--- config.mk ---
export PLATFORM = sky130hd
export DESIGN_NAME = mem_port_arbiter
export DESIGN_NICKNAME = d
export VERILOG_FILES = /design/src/rtl/mem_port_arbiter.sv
export SDC_FILE = /design/constraint.sdc
export NUM_CORES = 1
export LEC_CHECK = 0
export BUFFER_PORTS_ARGS = -buffer_cell sky130_fd_sc_hd__buf_2
export CAP_MARGIN = 0
export CORE_MARGIN = 10
export CORE_UTILIZATION = 35
export CTS_BUF_LIST = sky130_fd_sc_hd__clkbuf_4
export CTS_CLUSTER_SIZE = 12
export DETAILED_ROUTE_END_ITERATION = 10
export PLACE_DENSITY = 0.72
export SKIP_LAST_GASP = 1
export SLEW_MARGIN = 20
export SYNTH_ARGS = -nofsm -noshare
export SYNTH_HDL_FRONTEND = slang
export SYNTH_SLANG_ARGS = --single-unit
export TNS_END_PERCENT = 20
--- constraint.sdc ---
create_clock -name clk -period 1.64 [get_ports clk]
set_input_delay 0.082 -clock clk [delete_from_list [all_inputs] [get_ports clk]]
set_output_delay 0.082 -clock clk [all_outputs]
set_load 0.01 [all_outputs]
--- src/rtl/mem_port_arbiter.sv ---
// Two-port memory arbiter: data (LOAD/STORE) and instruction fetch share one memory port.
// Optional fetch-fairness counter enabled by defining MEM_ARB_FAIRNESS_EN.
module mem_port_arbiter #(
  parameter int ADDR_W      = 16,
  parameter int DATA_W      = 16,
  parameter int TIMEOUT_CYC = 15
) (
  input  logic              clk,
  input  logic              rst,
  input  logic              halt,
  input  logic              if_req,
  input  logic [ADDR_W-1:0] if_addr,
  output logic              if_gnt,
  output logic              if_valid,
  output logic [DATA_W-1:0] if_rdata,
  input  logic              d_req,
  input  logic              d_we,
  input  logic [ADDR_W-1:0] d_addr,
  input  logic [DATA_W-1:0] d_wdata,
  output logic              d_gnt,
  output logic              d_valid,
  output logic [DATA_W-1:0] d_rdata,
  output logic              err,
  output logic              mem_en,
  output logic              mem_we,
  output logic [ADDR_W-1:0] mem_addr,
  output logic [DATA_W-1:0] mem_wdata,
  input  logic [DATA_W-1:0] mem_rdata,
  input  logic              mem_ready
);

  localparam int CNT_W = $clog2(TIMEOUT_CYC + 1);
  localparam logic [CNT_W-1:0] WAIT_LAST = CNT_W'(TIMEOUT_CYC - 1);

  localparam logic [1:0] ST_IDLE = 2'd0;
  localparam logic [1:0] ST_BUSY = 2'd1;
  localparam logic [1:0] ST_DONE = 2'd2;

  logic [1:0]        state_r;
  logic              own_r;
  logic [CNT_W-1:0]  wait_cnt_r;
  logic              if_valid_r;
  logic              d_valid_r;
  logic              err_r;
  logic              mem_en_r;
  logic              mem_we_r;
  logic [ADDR_W-1:0] mem_addr_r;
  logic [DATA_W-1:0] mem_wdata_r;
  logic [DATA_W-1:0] if_rdata_r;
  logic [DATA_W-1:0] d_rdata_r;
  logic              grant_d_s;
  logic              grant_f_s;
  logic              timeout_s;
  logic              fair_force_s;

`ifdef MEM_ARB_FAIRNESS_EN
  logic [1:0] fair_cnt_r;

  assign fair_force_s = (fair_cnt_r == 2'd3) && if_req && !halt;

  // Consecutive data-grant counter; saturates so fetch keeps priority until it is served.
  always_ff @(posedge clk) begin
    if (rst) begin
      fair_cnt_r <= 2'd0;
    end else if (grant_f_s) begin
      fair_cnt_r <= 2'd0;
    end else if (grant_d_s && (fair_cnt_r != 2'd3)) begin
      fair_cnt_r <= fair_cnt_r + 2'd1;
    end else begin
      fair_cnt_r <= fair_cnt_r;
    end
  end
`else
  assign fair_force_s = 1'b0;
`endif

  // Grant decision: only in IDLE and never while reset is asserted.
  always_comb begin
    grant_d_s = 1'b0;
    grant_f_s = 1'b0;
    if (!rst && (state_r == ST_IDLE)) begin
      if (d_req && !fair_force_s) begin
        grant_d_s = 1'b1;
      end else if (if_req && !halt) begin
        grant_f_s = 1'b1;
      end else begin
        grant_d_s = 1'b0;
        grant_f_s = 1'b0;
      end
    end else begin
      grant_d_s = 1'b0;
      grant_f_s = 1'b0;
    end
  end

  assign timeout_s = (state_r == ST_BUSY) && !mem_ready && (wait_cnt_r == WAIT_LAST);

  // Transaction FSM and all registered outputs.
  always_ff @(posedge clk) begin
    if (rst) begin
      state_r     <= ST_IDLE;
      own_r       <= 1'b0;
      wait_cnt_r  <= '0;
      if_valid_r  <= 1'b0;
      d_valid_r   <= 1'b0;
      err_r       <= 1'b0;
      mem_en_r    <= 1'b0;
      mem_we_r    <= 1'b0;
      mem_addr_r  <= '0;
      mem_wdata_r <= '0;
      if_rdata_r  <= '0;
      d_rdata_r   <= '0;
    end else begin
      case (state_r)
        ST_IDLE: begin
          if_valid_r <= 1'b0;
          d_valid_r  <= 1'b0;
          err_r      <= 1'b0;
          wait_cnt_r <= '0;
          if (grant_d_s) begin
            own_r       <= 1'b1;
            mem_en_r    <= 1'b1;
            mem_we_r    <= d_we;
            mem_addr_r  <= d_addr;
            mem_wdata_r <= d_wdata;
            state_r     <= ST_BUSY;
          end else if (grant_f_s) begin
            own_r      <= 1'b0;
            mem_en_r   <= 1'b1;
            mem_we_r   <= 1'b0;
            mem_addr_r <= if_addr;
            state_r    <= ST_BUSY;
          end else begin
            state_r <= ST_IDLE;
          end
        end
        ST_BUSY: begin
          if (mem_ready) begin
            if (!own_r) begin
              if_rdata_r <= mem_rdata;
            end else if (!mem_we_r) begin
              d_rdata_r <= mem_rdata;
            end else begin
              d_rdata_r <= d_rdata_r;
            end
            mem_en_r   <= 1'b0;
            if_valid_r <= !own_r;
            d_valid_r  <= own_r;
            state_r    <= ST_DONE;
          end else if (timeout_s) begin
            mem_en_r   <= 1'b0;
            err_r      <= 1'b1;
            if_valid_r <= !own_r;
            d_valid_r  <= own_r;
            state_r    <= ST_DONE;
          end else begin
            wait_cnt_r <= wait_cnt_r + {{(CNT_W-1){1'b0}}, 1'b1};
          end
        end
        ST_DONE: begin
          if_valid_r <= 1'b0;
          d_valid_r  <= 1'b0;
          err_r      <= 1'b0;
          state_r    <= ST_IDLE;
        end
        default: begin
          if_valid_r <= 1'b0;
          d_valid_r  <= 1'b0;
          err_r      <= 1'b0;
          mem_en_r   <= 1'b0;
          state_r    <= ST_IDLE;
        end
      endcase
    end
  end

  assign if_gnt    = grant_f_s;
  assign d_gnt     = grant_d_s;
  assign if_valid  = if_valid_r;
  assign d_valid   = d_valid_r;
  assign err       = err_r;
  assign mem_en    = mem_en_r;
  assign mem_we    = mem_we_r;
  assign mem_addr  = mem_addr_r;
  assign mem_wdata = mem_wdata_r;
  assign if_rdata  = if_rdata_r;
  assign d_rdata   = d_rdata_r;

endmodule

# Word-level counts from Yosys, hierarchy flattened
# Index checks and enable logic that the tools add are counted.
op_classes:
  n_eq_ne: 7
  mux: 27
  n_bitwise: 5
  reduce_logical: 20
  addsub: 1
op_table:
  columns: ["operator", "count"]
  rows:
  - ["2-to-1 mux 16 bit", 2]
  - ["2-to-1 mux 1 bit", 18]
  - ["AND reduction 3 bit", 3]
  - ["2-to-1 mux 4 bit", 2]
  - ["case mux 4 bit (2 select lines)", 1]
  - ["!= test 3 bit, second input constant", 2]
  - ["AND reduction 2 bit", 3]
  - ["nonzero test 2 bit", 3]
  - ["inverter 1 bit", 5]
  - ["adder 4 x 1 -> 4 bit, second input constant", 1]
  - ["== test 4 bit, second input constant", 1]
  - ["logical AND 1 bit", 4]
  - ["zero test 1 bit", 4]
  - ["2-to-1 mux 2 bit", 2]
  - ["!= test 2 bit, second input constant", 2]
  - ["case mux 2 bit (2 select lines)", 1]
  - ["AND reduction 4 bit", 1]
  - ["case mux 1 bit (3 select lines)", 1]
  - ["== test 2 x 1 -> 1 bit, second input constant", 1]
  - ["== test 2 bit, second input constant", 1]
  - ["zero test 2 bit", 1]
  - ["OR reduction 2 bit", 1]
totals:
  out_inout_bits: 71
  register_bits: 76
  elab_cells: 72

# Depth between registers and ports, before layout
logic_depth:
  ltp_word: 8
  mapped_depth: 7

# Least setup slack after synthesis
# Ideal clock, no wire load.
synth_path:
  kind: "flip-flop to flip-flop"
  start: "register wait_cnt_r[0]"
  end: "register wait_cnt_r[3]"
  path_buffers: 0
  setup_slack_ns: 0.175
  arrival_ns: 1.339
  required_ns: 1.514
  period_less_slack_ns: 1.465
  setup_ns: 0.126
  stages_incl_launch_ff: 7
  path_cell_list: "dfxtp_1 > inv_1 > ha_1 > a31o_2 > a211oi_1 > xnor2_1 > nor2_1"
synth_between:
  elab_chain_len: 4
synth_lines:
  columns: ["element", "line_no", "source"]
  rows:
  - ["from (decl)", "41", "logic [CNT_W-1:0] wait_cnt_r;"]
  - ["from (signal assigned)", "157", "wait_cnt_r <= wait_cnt_r + {{(CNT_W-1){1'b0}}, 1'b1};"]
  - ["adder 4 x 1 -> 4 bit or == test 4 bit (tied branches)", "157, 96", null]
  - ["2-to-1 mux 4 bit or logical AND 1 bit (tied branches)", "150, 96", null]
  - ["2-to-1 mux 4 bit or != test 2 bit (tied branches)", null, null]
  - ["case mux 4 bit (2 select lines) or AND reduction 3 bit (tied branches)", null, null]
# Several ways; a longest one is shown, not always the timed one. The select of a mux whose other input is x is not followed.
# A chain may end at the register's enable or synchronous reset.

# Final worst setup path
# Same ends and word-level chain as after synthesis.

==> results.md <==
* Detailed-route via count at between 3000 and 4000
* #FFs+latches synth at 76
* Fmax achieved at about 620 MHz
* Worst EP arrival at roughly 1.9 ns
* Final TNS setup at 0 ns
* RSZ-0062 raised after global routing: yes
* CP endpoint kind: flop
* Largest net degree at the start of global routing at 34
* Synth Cell Area at approximately 0.003 mm2
* FP Rows at 33
* Avg WL per Cell at 15.5 um
* CTS tree: done
* Required time worst endpoint at just under 2 ns
* DRC at 0
* Initial antenna violation count at 0
* IO Port Bufs at 141
* Startpoint types: flop
* CTS Buf Count at 9
* Die width at roughly 110 um
* Relative slew slack at between 40% and 50%
* Hold Path Origin: halt
* Vias per cell at about 4.9
* DRT antenna net count at 0
* Area Growth Syn to Fin at 58.6%
* CTS Root Cell: clkbuf_4
* CTS sink cnt at 76
* Post-route setup slack at about 0.039 ns
* Status: completed
* H-tree depth at 3
* Final Critical Period at 1.60 ns
* Reg2reg start: wait_cnt_r[0]
* CTS clock-pin slew for the worst setup and hold paths at between 0.1 and 0.15 ns
* Die area at approximately 0.012 mm2
* Placed wire-length estimate at slightly below 7000 um
* Clock buffer depth at 2
* Worst-Margin Slew at between 0.8 and 0.9 ns
* Syn Nets at 436
* First DRT Iteration DRCs at between 150 and 200
* Vias in the first global route at ~3400
* Power, Total at 3.98 mW
* P_leak at around 2.1 nW
* Core Area at approximately 0.0082 mm2
* Ys Warns at 0
* Gate Count Post-Synth at roughly 360
* Share of layout cells above drive strength 1 at between 30% and 40%
* Tcrit/Tclk final at 97.6%
* Final Hold Fails at 0
* Nets at between 600 and 700
* Crit. Startpoint: wait_cnt_r[0]
* PwrDens at approximately 860 mW/mm2
* Die Y at ~110 um
* Clk_lat worst skew at 0.42 ns
* Max FO, Critical Path at 5
* Final GP Congestion at 0.805
* Fill cells at approximately 670
* Peak VDD IR at roughly 0.35 mV
* Syn Area/Cell at approximately 8 um2
* Diode count at 0
* WS Path Type: reg -> reg
* Initial Util at around 36%
* Final Max Tran Viols at 0
* Maxcap violations at 0
* Seq/Total Area, Yosys at 51.9%
* WHS at ~0.065 ns
* Top-level I/O count at roughly 140
* Post-Place Setup Slack at 0.0570 ns
* Final number of setup-violating endpoints at 0
* First-pass GRT wire length at about 17000 um
* Routed wire length at 10600 um
* Clock skew at approximately 0.011 ns
* Post-synthesis cell type count at 36
* Total Routing Usage GR at 16.6%
* Min-delay worst type: in -> reg
* Detailed Routing Iterations Pass 1 at 4
* Total grt overflow at 0
where the power goes:
group          internal, mW  switching [mW]  total (mW)  leakage, nW
registers              1.96          0.0700        2.03        0.621
clock network         0.475           0.691        1.17       0.0771
logic                 0.393           0.393       0.785         1.43
cell usage after synthesis, drive strengths merged:
| cell type | count | share of area, % |
|---|---|---|
| nand2 | 119 | 15 |
| xnor2 | 3 | 0.90 |
| a211oi | 1 | 0.26 |
| ha | 2 | 0.85 |
| o21ai | 36 | 6.3 |
| nor2b | 1 | 0.21 |
| a31o | 2 | 0.60 |
| and3b | 1 | 0.30 |
| nor3b | 1 | 0.64 |
| inv | 3 | 0.38 |
| a21oi | 66 | 11 |
| and2b | 1 | 0.26 |
| a22oi | 2 | 0.51 |
| nand3b | 1 | 0.26 |
| o21a | 1 | 0.30 |
| buf | 12 | 3.0 |
| a41oi | 1 | 0.30 |
| nor3 | 2 | 1.1 |
| dfxtp | 76 | 52 |
| and2 | 1 | 0.21 |
| nor2 | 11 | 1.4 |
| o31ai | 1 | 0.26 |
| o32ai | 1 | 0.30 |
| or3 | 1 | 0.21 |
| nand2b | 2 | 0.68 |
| clkbuf | 10 | 1.4 |
| clkinv | 1 | 0.13 |
| nand3 | 4 | 0.68 |
worst paths after layout:
path,endpoint,slack [ns],depth (start not counted)
worst min register to register,if_rdata[1],0.46,2
worst max-delay path,wait_cnt_r[3],0.04,6
worst min-delay path,own_r,0.07,5
worst max register to register,wait_cnt_r[3],0.04,6
flip-flops by register name, summed over array words and instances (netlist names):
register and flops:
d_rdata 16, if_rdata 16, mem_addr 16, mem_wdata 16
wait_cnt_r 4, state_r 2, d_valid 1, err 1
if_valid 1, mem_en 1, mem_we 1, own_r 1
layout by cell type, fill, tap and decap left out, types with 2 or more instances in the layout:
cell type,count
a22oi_1,2
nor3_4,2
xnor2_1,3
clkinv_2,2
o21ai_0,33
dlygate4sd3_1,68
buf_4,10
nand2_1,117
ha_1,2
nor2_1,11
o21ai_1,2
buf_12,2
a21oi_1,65
dfxtp_2,2
dfxtp_1,74
nand2_2,2
buf_2,141
inv_1,2
inv_6,3
clkbuf_4,9
bufbuf_16,2
nand3_1,4
a31o_2,2
final cells by class:
type                    instances  area [um2]  share of cell area (%)
repair buffers                223        1570                    33.7
flip-flops and latches         76        1520                    32.8
multi-input cells             261        1270                    27.3
well taps                     105         131                    2.82
clock inverters                 7        73.8                    1.59
clock buffers                   9        67.6                    1.45
inverters                       4        17.5                   0.377
cells by family after synthesis:
kind of cell               Yosys count  synth area share [%]
DFF                                 76                  51.9
AOI/OAI and AO/OA                  111                  20.1
buffers and inverters               26                  4.91
xor gates and xnor gates             3                 0.896
and+or+nand+nor                    145                  21.4
adders and majority gates            2                 0.853
metal layers:
metal | up-vias | GRT usage, % | share of wire (%)
li1 | 1638 | - | -
met1 | 1509 | 19.0 | 41
met2 | 181 | 26.8 | 46
met3 | 21 | 7.19 | 11
met4 | 0 | 6.26 | 2.0
met5 | - | 0 | 0
what timing repair did:
item | in CTS | in global routing
gates cloned | 2 | 0
resized for setup | 3 | 1
endpoints found under the hold margin | 67 | 0
pin swaps | 1 | 0
setup endpoints to repair | 1 | 5
buffers inserted | 1 | 0
hold buffers | 68 | 0
worst max-delay path: stages (launching register included):
cell and delay (ns):
dfxtp_1 0.42, inv_1 0.06, ha_1 0.22, a31o_2 0.29, a211oi_1 0.30, xnor2_1 0.16, nor2_1 0.06
per-stage QoR:
| step | cell area [um2] | util [%] | instances |
|---|---|---|---|
| global placement | 3750 | 45.8 | 598 |
| finish | 4650 | 56.9 | 685 |
| floorplan | 2930 | - | 363 |
| CTS | 4650 | 56.8 | 685 |
| global route | 4650 | 56.9 | 685 |
| detailed placement | 3750 | 45.8 | 598 |
Power figures use the tool's default switching activity.
